[config.mk]
export PLATFORM = sky130hd
export DESIGN_NAME = enum_accum_fsm
export DESIGN_NICKNAME = d
export VERILOG_FILES = /design/src/rtl/enum_accum_fsm.sv
export SDC_FILE = /design/constraint.sdc
export NUM_CORES = 1
export LEC_CHECK = 0
export CAP_MARGIN = 20
export CORE_ASPECT_RATIO = 0.6
export CORE_MARGIN = 1.5
export CORE_UTILIZATION = 55
export DETAILED_ROUTE_END_ITERATION = 12
export DONT_BUFFER_PORTS = 1
export PLACE_DENSITY = 0.7
export SLEW_MARGIN = 20
export SYNTH_ARGS = -nofsm -noshare
export SYNTH_HDL_FRONTEND = slang
export SYNTH_SLANG_ARGS = --single-unit
[constraint.sdc]
create_clock -name clk -period 10.15 [get_ports clk]
set_clock_uncertainty 0.05 [all_clocks]
set_input_delay 2.03 -clock clk [delete_from_list [all_inputs] [get_ports clk]]
set_output_delay 2.03 -clock clk [all_outputs]
set_load 0.03 [all_outputs]
[src/rtl/enum_accum_fsm.sv]
// Multi-beat reducer (SUM/XOR/MAX/MIN) driven by a four-state FSM; the result appears
// one cycle after the last beat. Beats stall on in_valid=0 with no timeout.
module enum_accum_fsm #(
    parameter int WIDTH   = 32,
    parameter int COUNT_W = 8
) (
    input  logic               clk,
    input  logic               reset,
    input  logic               start,
    input  logic [1:0]         op,
    input  logic [COUNT_W-1:0] length,
    input  logic [WIDTH-1:0]   in1,
    input  logic               in_valid,
    output logic [WIDTH-1:0]   out1,
    output logic               out_valid,
    output logic               overflow,
    output logic               busy,
    output logic [1:0]         fsm_state
);

    typedef enum logic [1:0] {
        INITIAL = 2'd0,
        START   = 2'd1,
        ACCUM   = 2'd2,
        DONE    = 2'd3
    } state_t;

    localparam logic [1:0] OP_SUM = 2'd0;
    localparam logic [1:0] OP_XOR = 2'd1;
    localparam logic [1:0] OP_MAX = 2'd2;

    state_t             state, state_nxt;
    logic [1:0]         op_q, op_nxt;
    logic [COUNT_W-1:0] count, count_nxt;
    logic [WIDTH-1:0]   acc, acc_nxt, out1_nxt, beat_val;
    logic [WIDTH:0]     sum_ext;
    logic               ovf, ovf_nxt, first, first_nxt;
    logic               out_valid_nxt, overflow_nxt;

    assign sum_ext = {1'b0, acc} + {1'b0, in1};

    // The first beat seeds the accumulator regardless of operation.
    always_comb begin
        beat_val = in1;
        if (!first) begin
            case (op_q)
                OP_SUM:  beat_val = sum_ext[WIDTH-1:0];
                OP_XOR:  beat_val = acc ^ in1;
                OP_MAX:  beat_val = (in1 > acc) ? in1 : acc;
                default: beat_val = (in1 < acc) ? in1 : acc;
            endcase
        end
    end

    always_comb begin
        state_nxt     = state;
        op_nxt        = op_q;
        count_nxt     = count;
        acc_nxt       = acc;
        ovf_nxt       = ovf;
        first_nxt     = first;
        out1_nxt      = out1;
        overflow_nxt  = overflow;
        out_valid_nxt = 1'b0;
        case (state)
            INITIAL: state_nxt = START;
            START: begin
                if (start) begin
                    op_nxt    = op;
                    count_nxt = length;
                    acc_nxt   = '0;
                    ovf_nxt   = 1'b0;
                    first_nxt = 1'b1;
                    if (length == '0) begin
                        state_nxt     = DONE;
                        out1_nxt      = '0;
                        overflow_nxt  = 1'b0;
                        out_valid_nxt = 1'b1;
                    end else begin
                        state_nxt = ACCUM;
                    end
                end
            end
            ACCUM: begin
                if (in_valid) begin
                    acc_nxt   = beat_val;
                    first_nxt = 1'b0;
                    count_nxt = count - COUNT_W'(1);
                    if (op_q == OP_SUM && !first && sum_ext[WIDTH])
                        ovf_nxt = 1'b1;
                    // Result register loads on the final beat so it is valid in DONE.
                    if (count == COUNT_W'(1)) begin
                        state_nxt     = DONE;
                        out1_nxt      = beat_val;
                        overflow_nxt  = ovf_nxt;
                        out_valid_nxt = 1'b1;
                    end
                end
            end
            default: state_nxt = START;
        endcase
    end

    always_ff @(posedge clk) begin
        if (reset) begin
            state     <= INITIAL;
            op_q      <= 2'd0;
            count     <= '0;
            acc       <= '0;
            ovf       <= 1'b0;
            first     <= 1'b0;
            out1      <= '0;
            overflow  <= 1'b0;
            out_valid <= 1'b0;
        end else begin
            state     <= state_nxt;
            op_q      <= op_nxt;
            count     <= count_nxt;
            acc       <= acc_nxt;
            ovf       <= ovf_nxt;
            first     <= first_nxt;
            out1      <= out1_nxt;
            overflow  <= overflow_nxt;
            out_valid <= out_valid_nxt;
        end
    end

    assign busy      = (state == ACCUM);
    assign fsm_state = state;

endmodule

==> results.tsv, run 1 <==
stage	metric	value	unit
worst_setup_path	crit_end	out1[2]$_SDFFE_PP0P_	
worst_setup_path	reg2reg_slack	5.59	ns
worst_hold_path	hp-class	flop to flop	
final_layout	syn2layout_area_growth	4.08	%
floorplanning	die_height	95.3	um
clock_tree	h-tree-depth	3	
sta	final-hold-violation-count	0	
placement	io_buffers	0	
clock_tree	cts_setup_buffers	0	
routing	drt_iter0_markers	1220	
sta	layout_min_cycle_time	5.74	ns
placement	place_ws	4.25	ns
worst_hold_path	min_from	ovf$_SDFFE_PP0P_	
global_routing	grt_pass1_vias	7522	
worst_setup_path	start_kind	primary input	
final_layout	layout-drive-gt1-share	5.57	%
routing	vias_per_cell	6.89	
yosys	ys_warn_count	0	
yosys	async_flop_share	0	%
floorplanning	die-area	15000	sq um
sta	clock.fmax	174	MHz
global_routing	grt_pass1_wl	44300	um
final_layout	diodes	0	
routing	vias	8505	
yosys	yosys.cell_types.count	84	
clock_tree	cts_buffers	9	
sta	fin_crit_sh	56.6	%
worst_setup_path	crit_start	in1[28]	
clock_tree	post_cts_resized	0	
sta	layout_setup_ws	4.41	ns
yosys	syn_nets	1205	
floorplanning	rows	33	
sta	rsz0062_at_grt	false	
run	cap_violations	0	
sta	tightest_slew	1.19	ns
sta	tns	0	ns
yosys	synth-main-ff-cell	dfxtp_1	
power_and_ir_drop	ir_worst_vdd	351	uV
global_routing	grt_max_degree	54	
worst_setup_path	path_class	primary input to flop	
floorplanning	fp.dieW	157	um
worst_setup_path	r2r-end	out1[2]$_SDFFE_PP0P_	
power_and_ir_drop	leakage	2.99	nW
yosys	synth-edff-count	0	
clock_tree	cts.sinks	80	
clock_tree	cts_tree	yes	
clock_tree	root_buffer	clkbuf_16	
power_and_ir_drop	power_density	237	nW/um^2
global_routing	grt_overflow	0	
yosys	syn_area	7810	sq um
global_routing	track_usage	39.4	%
floorplanning	start_util	56.8	%
worst_setup_path	worstReg2RegStart	acc[10]$_SDFFE_PP0P_	
yosys	synth-seq-cells	80	
routing	ant_nets	0	
final_layout	nNetsFinal	1152	
placement	gp_congestion	1.02	
yosys	syn_area_per_cell	7.17	sq um
placement	place_hpwl	21300	um
routing	drt_first_pass_iters	7	
sta	drv_slew	0	
clock_tree	path_clk_slew	0.07	ns
routing	drc	0	
worst_setup_path	worstPathRequired	10.34	ns
sta	worst_slew_margin_rel	20.5	%
sta	setup_viol	0	
floorplanning	core	13700	sq um
routing	routed_wl	29000	um
power_and_ir_drop	total_power	1.92	mW
yosys	syn_inst	1090	
final_layout	fin_area	8130	sq um
worst_setup_path	rr_worst_depth	11	
placement	dp.cells	1218	
worst_setup_path	critical_path_arrival	5.94	ns
yosys	ys_seq_area_share	20.5	%
clock_tree	insertion_delay	0.35	ns
final_layout	fillers	1299	
worst_setup_path	cp-end-kind	flop	
floorplanning	ioPinCount	83	
run_status	status	completed	
placement	dpl-instance-area	7820	sq um
clock_tree	ctsHoldBuffers	0	
global_routing	antenna_found_initial	0	
final_layout	stdcell_count	1234	
worst_setup_path	cp_max_fo	21	
clock_tree	cts_buffer_depth	2	
routing	routedWlPerCell	23.5	um
how the worst min path moves through the flow:
stage / depth (start not counted) / end / slack [ns]
2_1_floorplan: 2 / ovf$_SDFFE_PP0P_ / 0.39
3_3_place_gp: 2 / ovf$_SDFFE_PP0P_ / 0.40
3_5_place_dp: 2 / ovf$_SDFFE_PP0P_ / 0.42
4_1_cts: 2 / ovf$_SDFFE_PP0P_ / 0.43
5_1_grt: 2 / ovf$_SDFFE_PP0P_ / 0.45
6_report: 2 / ovf$_SDFFE_PP0P_ / 0.43
cell usage after synthesis, drive strengths merged (13+ instances only):
cell    count  area (sq um)
o211ai     13          97.6
a21o       13          97.6
mux2i      18           180
nand2      85           322
clkbuf     53           199
dfxtp      80          1600
nor2       96           360
o21ai     100           504
ha         68           851
a211oi     20           150
o31ai      23           178
buf        24           150
a21oi     100           504
nand3      45           225
a31oi      20           125
and3       13          81.3
nor3       32           160
inv        77           289
nand4      13          81.3
worst max-delay path, cell delays in order:
cell       delay [ns]
ha_1             0.53
nand4_1          0.30
nor4_1           0.51
o31a_1           0.60
o21ai_2          0.29
buf_4            0.33
o21ai_0          0.71
a2bb2oi_1        0.25
o41ai_1          0.35
registers in the layout, indices dropped and copies added (netlist names):
register / cells
first: 1
ovf: 1
op_q: 2
acc: 32
overflow: 1
out_valid: 1
out1: 32
fsm_state: 2
count: 8
layout by cell type, fill, tap and decap left out, types with 12 or more instances in the layout:
cell type  count
or3_1         12
mux2i_1       18
nand3_1       45
o31ai_1       22
inv_1         76
o21ai_0       93
a21o_1        13
a21oi_1       98
a31oi_1       20
nand4_1       13
dfxtp_1       80
buf_4         13
o211ai_1      13
a211oi_1      20
and3_1        13
nor3_1        32
nor2_1        94
ha_1          68
nand2_1       84
report_power, final:
| group | total [mW] | internal (mW) | switching, mW | leakage [nW] |
|---|---|---|---|---|
| Sequential | 0.484 | 0.377 | 0.108 | 0.650 |
| Clock | 0.353 | 0.196 | 0.157 | 0.149 |
| Combinational | 1.09 | 0.360 | 0.728 | 2.19 |
| Total | 1.92 | 0.932 | 0.993 | 2.99 |
stage by stage:
stage | hold slack, ns | utilization (%)
final | 0.427 | 59.2
after global routing | 0.446 | 59.2
after CTS | 0.426 | 59.2
after detailed placement | 0.416 | 56.9
after global placement | 0.395 | 56.9
after floorplan | 0.387 | -
per-layer routing:
layer | GRT usage, % | vias to the layer above | share of wire [%]
li1 | - | 3953 | -
met1 | 59.2 | 3857 | 45
met2 | 50.3 | 623 | 36
met3 | 15.1 | 70 | 17
met4 | 8.73 | 2 | 2.0
met5 | 7.14 | - | 0.48
cells by family after synthesis:
kind of cell,Yosys count,synth area share (%)
AO/OA/AOI/OAI,417,35.8
AND/OR/NAND/NOR,340,20.6
buffers and inverters,155,8.21
flip-flops,80,20.5
adder cells (fa/ha/maj),69,11.1
multiplexers,23,3.07
XOR/XNOR,6,0.672
area by class of cell:
class | count | area (sq um) | area share, %
clock buffer | 9 | 225 | 2.77
clock inverter | 7 | 88.8 | 1.09
inverter | 78 | 293 | 3.60
multi-input combinational | 855 | 5590 | 68.7
sequential | 80 | 1600 | 19.7
tap | 192 | 240 | 2.95
timing repair buffer | 13 | 97.6 | 1.20
Note: power is estimated with default switching activity, not from simulation.
==> inputs of run 2 (changes only) <==
--- a/config.mk
+++ b/config.mk
@@ -5,6 +5,7 @@
 export SDC_FILE = /design/constraint.sdc
 export NUM_CORES = 1
 export LEC_CHECK = 0
+export ABC_AREA = 1
 export CAP_MARGIN = 20
 export CORE_ASPECT_RATIO = 0.6
 export CORE_MARGIN = 1.5
==> constraint.sdc (replaced) <==
create_clock -name clk -period 5.95 [get_ports clk]
set_clock_uncertainty 0.05 [all_clocks]
set_input_delay 1.19 -clock clk [delete_from_list [all_inputs] [get_ports clk]]
set_output_delay 1.19 -clock clk [all_outputs]
set_load 0.03 [all_outputs]
==> run 2 against run 1 <==
Power rose by 140%. Worst hold slack got worse by 0.019 ns. Worst setup slack got worse by 2.6 ns. Die area rose by 2.6%. Flip-flop and latch count did not move. Non-clock buffer count fell by 5. Routed wire length fell by 12%. Clock power rose by 58%. Global-route usage fell by 6.0 points. Synthesized area rose by 2.6%.
==> results.tsv, run 2 <==
stage	metric	value	unit	change
final_layout	final_common_cell	nand2_1		
final_layout	diodes	0		unchanged
clock_tree	cts.sinks	80		unchanged
routing	drt_first_pass_iters	6		-1
routing	routed_wl	25600	um	-12%
yosys	ys_warn_count	0		unchanged
routing	drc	0		unchanged
yosys	synth-main-ff-cell	dfxtp_1		
sta	rsz0062_at_grt	false		
placement	place_ws	1.60	ns	-2.65 ns
floorplanning	ioPinCount	83		unchanged
clock_tree	post_cts_resized	0		unchanged
routing	routedWlPerCell	17.1	um	-27%
yosys	synthTopCellsByCount	321 x nand2_1, 173 x a21oi_1, 170 x inv_1		
placement	place_hpwl	19700	um	-7.4%
worst_setup_path	cpMostUsedCell	nand2_1		
clock_tree	ctsHoldBuffers	0		unchanged
yosys	syn_area_per_cell	5.95	sq um	-17%
power_and_ir_drop	leakage	4.02	nW	+34%
global_routing	grt_pass1_vias	7903		+5.1%
sta	hold_ws	0.408	ns	-0.0191 ns
sta	setup_viol	0		unchanged
sta	clock.fmax	243	MHz	
yosys	async_flop_share	0	%	unchanged
clock_tree	cts_buffer_depth	2		unchanged
worst_setup_path	path_class	primary input to flop		
sta	fin_crit_sh	69.1	%	
clock_tree	cts_tree	yes		
sta	tightest_slew	0.948	ns	-0.241 ns
global_routing	track_usage	33.4	%	-6.0 points
yosys	synth-edff-count	0		unchanged
clock_tree	cts_buffers	9		unchanged
final_layout	fin_area	8290	sq um	+1.9%
worst_setup_path	cp-end-kind	flop		
yosys	synth_top_cell_by_area	dfxtp_1		
power_and_ir_drop	power_density	568	nW/um^2	+140%
sta	final-hold-violation-count	0		unchanged
sta	drv_slew	0		unchanged
worst_setup_path	cp_max_fo	94		+350%
clock_tree	h-tree-depth	3		unchanged
floorplanning	start_util	57.5	%	+0.63 points
yosys	synth-seq-cells	80		unchanged
floorplanning	fp.dieW	159	um	+1.3%
run_status	status	completed		
yosys	synth.most_common_cell	nand2_1		
final_layout	top_regs	acc: 32 flops, out1: 32 flops, count: 8 flops		
worst_setup_path	critical_path_arrival	4.32	ns	-1.62 ns
sta	tns	0	ns	unchanged
worst_setup_path	cpPeakStageDelay	0.69	ns	-0.02 ns
global_routing	grt_overflow	0		unchanged
routing	ant_nets	0		unchanged
yosys	yosys.cell_types.count	48		-43%
sta	worst_slew_margin_rel	36.8	%	+16 points
global_routing	grt_max_degree	95		+76%
sta	layout_setup_ws	1.84	ns	-2.57 ns
worst_setup_path	start_kind	primary input		
placement	dpl-instance-area	7980	sq um	+2.0%
worst_hold_path	hp-class	flop to flop		
sta	layout_min_cycle_time	4.11	ns	
floorplanning	die_height	96.5	um	+1.3%
worst_hold_path	worstHoldPathCells	2		unchanged
worst_setup_path	rr_worst_depth	16		+5
final_layout	utilization	59.4	%	+0.23 points
yosys	syn_nets	1462		+21%
final_layout	final_cell_mix	321 x nand2_1, 172 x a21oi_1, 170 x inv_1, 139 x nand3_1, 117 x o21ai_0		
clock_tree	root_buffer	clkbuf_16		
worst_setup_path	worstPathRequired	6.16	ns	-4.18 ns
worst_setup_path	path_cells	ha_1 -> inv_1 -> nor3_1 -> nand2_2 -> nor2_4 -> nand2_2 -> nand2_4 -> nand2_4 -> nand2_1 -> nand3_1 -> nand3_1 -> nand2_1 -> nand2_1 -> nand2_1 -> a21oi_1		
placement	io_buffers	0		unchanged
yosys	synth_top_area_share	20.0	%	-0.52 points
global_routing	antenna_found_initial	0		unchanged
final_layout	nNetsFinal	1414		+23%
yosys	ys_seq_area_share	20.0	%	-0.52 points
routing	vias_per_cell	5.83		-15%
clock_tree	cts_setup_buffers	0		unchanged
clock_tree	insertion_delay	0.34	ns	about the same
routing	vias	8717		+2.5%
power_and_ir_drop	ir_worst_vdd	310	uV	-12%
worst_setup_path	crit_path_top_delay_cell	nand2_4		
global_routing	grt_pass1_wl	40900	um	-7.7%
floorplanning	rows	33		unchanged
routing	drt_iter0_markers	906		-26%
clock_tree	path_clk_slew	0.06	ns	about the same
final_layout	layout-drive-gt1-share	3.76	%	-1.8 points
yosys	syn_inst	1347		+24%
floorplanning	core	14000	sq um	+1.5%
run	cap_violations	0		unchanged
yosys	ys_top_cells_by_area	dfxtp_1 20%, nand2_1 15%, a21oi_1 11%		
yosys	syn_area	8020	sq um	+2.6%
placement	gp_congestion	0.956		-6.4%
final_layout	syn2layout_area_growth	3.34	%	
floorplanning	die-area	15300	sq um	+2.6%
## run 2: cells by family after synthesis
logic type      after synthesis  synth area share [%]
simple gates                584                  31.2
compound gates              357                  23.9
buf+inv                     245                  12.7
flops                        80                  20.0
fa+ha+maj                    69                  10.9
xor+xnor                     12                  1.31
## run 2: critical path, delay by kind of cell
family / cells / cell delay [ns]
adder cells (fa/ha/maj): 1 / 0.31
AO/OA/AOI/OAI: 1 / 0.15
AND/OR/NAND/NOR: 12 / 2.53
buffers and inverters: 1 / 0.11
## run 2: worst paths after layout
| kind | startpoint | to | slack [ns] |
|---|---|---|---|
| worst min register to register | ovf$_SDFFE_PP0P_ | ovf$_SDFFE_PP0P_ | 0.41 |
| worst max register to register | acc[24]$_SDFFE_PP0P_ | acc[27]$_SDFFE_PP0P_ | 2.19 |
| worst min-delay path | ovf$_SDFFE_PP0P_ | ovf$_SDFFE_PP0P_ | 0.41 |
| worst max-delay path | in1[24] | acc[27]$_SDFFE_PP0P_ | 1.84 |
## run 2: cell type report
class                      count  area, sq um
timing repair buffer           8         60.1
sequential                    80         1600
clock buffer                  10          239
tap                          192          240
clock inverter                 6         68.8
multi-input combinational   1022         5410
fill                        1471         5670
inverter                     178          668
## run 2: routing by layer
layer	routed length, um	GRT usage [%]
met2	11300	56.0
met1	11600	43.7
met5	0	0
met4	530	8.73
met3	2190	7.81
## run 2: report_power, final
| part | switching (mW) | total, mW | internal, mW |
|---|---|---|---|
| registers | 0.335 | 1.07 | 0.737 |
| clock network | 0.220 | 0.558 | 0.337 |
| logic | 2.11 | 3.08 | 0.968 |
| total | 2.67 | 4.71 | 2.04 |
## run 2: through the flow
stage / power [mW] / std cells
finish: 4.71 / 1496
global route: 5.17 / 1496
CTS: 4.66 / 1496
detailed placement: 4.09 / 1480
global placement: 4.06 / 1480
floorplan: 3.42 / 1347
==> inputs of run 3 (changes only) <==
==> constraint.sdc (replaced) <==
create_clock -name clk -period 4.3 [get_ports clk]
set_clock_uncertainty 0.05 [all_clocks]
set_input_delay 0.86 -clock clk [delete_from_list [all_inputs] [get_ports clk]]
set_output_delay 0.86 -clock clk [all_outputs]
set_load 0.03 [all_outputs]
==> run 3 against run 2 <==
Flip-flop and latch count is the same. Critical path type unchanged. Via count shrank 0.29%. Worst hold slack gained 0.00058 ns. Register-to-register slack lost 1.1 ns. Power grew 39%. Final cell count grew 0.27%. First-iteration DRC count shrank 14%. Sequential share of layout area shrank 0.10 points. Clock power grew 33%. Combinational power grew 40%. Highest routed layer unchanged. Routed wire length shrank 0.58%.
==> results.tsv, run 3 (synthesis results as in run 2) <==
stage	metric	value	unit	change
run_status	status	completed		
final_layout	nNetsFinal	1418		+0.28%
routing	drt_first_pass_iters	5		-1
floorplanning	core	14000	sq um	unchanged
routing	vias	8692		-0.29%
global_routing	grt_pass1_vias	7972		+0.87%
global_routing	grt_overflow	0		unchanged
worst_hold_path	worstHoldPathCells	2		unchanged
final_layout	final_common_cell	nand2_1		
final_layout	diodes	0		unchanged
placement	gp_congestion	0.940		-1.7%
routing	drc	0		unchanged
sta	hold_ws	0.409	ns	+0.000580 ns
floorplanning	fp.dieW	159	um	unchanged
sta	setup_viol	0		unchanged
placement	io_buffers	0		unchanged
power_and_ir_drop	leakage	4.04	nW	+0.56%
sta	worst_slew_margin_rel	30.2	%	-6.6 points
sta	tightest_slew	1.05	ns	+0.0985 ns
sta	rsz0062_at_grt	false		
worst_setup_path	cp_max_fo	40		-57%
clock_tree	cts_tree	yes		
worst_setup_path	rr_worst_depth	16		unchanged
power_and_ir_drop	ir_worst_vdd	444	uV	+43%
worst_setup_path	start_kind	primary input		
placement	place_hpwl	19700	um	-0.44%
worst_setup_path	reg2reg_slack	1.05	ns	-1.14 ns
global_routing	grt_max_degree	65		-32%
clock_tree	post_cts_resized	0		unchanged
worst_hold_path	hp-class	flop to flop		
clock_tree	root_buffer	clkbuf_16		
final_layout	top_regs	acc: 32 flops, out1: 32 flops, count: 8 flops		
routing	vias_per_cell	5.79		-0.55%
global_routing	grt_pass1_wl	40700	um	-0.57%
routing	routed_wl	25500	um	-0.58%
final_layout	layout-drive-gt1-share	3.98	%	+0.22 points
global_routing	track_usage	33.3	%	-0.12 points
sta	layout_min_cycle_time	3.28	ns	
run	cap_violations	0		unchanged
routing	drt_iter0_markers	783		-14%
clock_tree	ctsHoldBuffers	0		unchanged
final_layout	stdcell_count	1500		+0.27%
sta	fin_crit_sh	76.2	%	
sta	tns	0	ns	unchanged
floorplanning	die_height	96.5	um	unchanged
worst_setup_path	worstPathRequired	4.52	ns	-1.64 ns
routing	routedWlPerCell	17.0	um	-0.85%
worst_setup_path	critical_path_arrival	3.49	ns	-0.83 ns
clock_tree	cts.sinks	80		unchanged
clock_tree	path_clk_slew	0.06	ns	about the same
routing	ant_nets	0		unchanged
sta	final-hold-violation-count	0		unchanged
worst_setup_path	cp-end-kind	flop		
clock_tree	cts_buffers	9		unchanged
clock_tree	cts_buffer_depth	2		unchanged
sta	drv_slew	0		unchanged
floorplanning	start_util	57.5	%	unchanged
final_layout	syn2layout_area_growth	3.88	%	
global_routing	antenna_found_initial	0		unchanged
floorplanning	ioPinCount	83		unchanged
worst_setup_path	path_class	primary input to flop		
clock_tree	cts_setup_buffers	0		unchanged
floorplanning	die-area	15300	sq um	unchanged
floorplanning	rows	33		unchanged
power_and_ir_drop	power_density	786	nW/um^2	+38%
placement	dp.cells	1483		+0.20%
final_layout	final_cell_mix	321 x nand2_1, 172 x a21oi_1, 170 x inv_1, 139 x nand3_1, 117 x o21ai_0		
clock_tree	insertion_delay	0.34	ns	about the same
sta	clock.fmax	305	MHz	
clock_tree	h-tree-depth	3		unchanged
==> run 3: path summary, 6_finish.rpt <==
check	to	from
worst max-delay path	acc[27]$_SDFFE_PP0P_	in1[24]
worst min-delay path	ovf$_SDFFE_PP0P_	ovf$_SDFFE_PP0P_
worst max register to register	acc[27]$_SDFFE_PP0P_	acc[24]$_SDFFE_PP0P_
worst min register to register	ovf$_SDFFE_PP0P_	ovf$_SDFFE_PP0P_
==> run 3: worst max-delay path, cell delays in order <==
cell and delay [ns]:
ha_1 0.31, inv_1 0.11, nor3_1 0.32, nand2_2 0.15
nor2_4 0.19, nand2_2 0.10, nand2_4 0.35, nand2_4 0.36
nand2_1 0.14, nand3_1 0.10, nand3_1 0.16, nand2_1 0.06
nand2_1 0.05, nand2_1 0.08, a21oi_1 0.13
==> run 3: area by class of cell <==
cell class	instances	area, sq um
fill	1413	5620
inverter	178	668
clock buffer	10	229
clock inverter	6	60.1
multi-input combinational	1022	5410
tap	192	240
timing repair buffer	12	123
sequential	80	1600
==> run 3: metal layers <==
layer  track usage (%)  wire (um)
met5                 0          0
met4              11.3        694
met3              7.34       2230
met2              55.5      11100
met1              43.2      11500
==> run 3: stage by stage <==
stage | setup slack (ns) | utilization, % | power [mW] | instance area, sq um
final | 1.02 | 59.7 | 6.55 | 8330
after global routing | 0.832 | 59.7 | 7.20 | 8330
after floorplan | 1.62 | - | 4.74 | 8020
after detailed placement | 0.742 | 57.4 | 5.69 | 8020
after CTS | 1.06 | 59.5 | 6.45 | 8300
after global placement | 0.769 | 57.4 | 5.64 | 8020
==> run 3: power by group <==
group	switching (mW)	total [mW]	internal (mW)
clock network	0.295	0.741	0.446
logic	2.94	4.32	1.37
registers	0.468	1.49	1.02
total	3.71	6.55	2.84
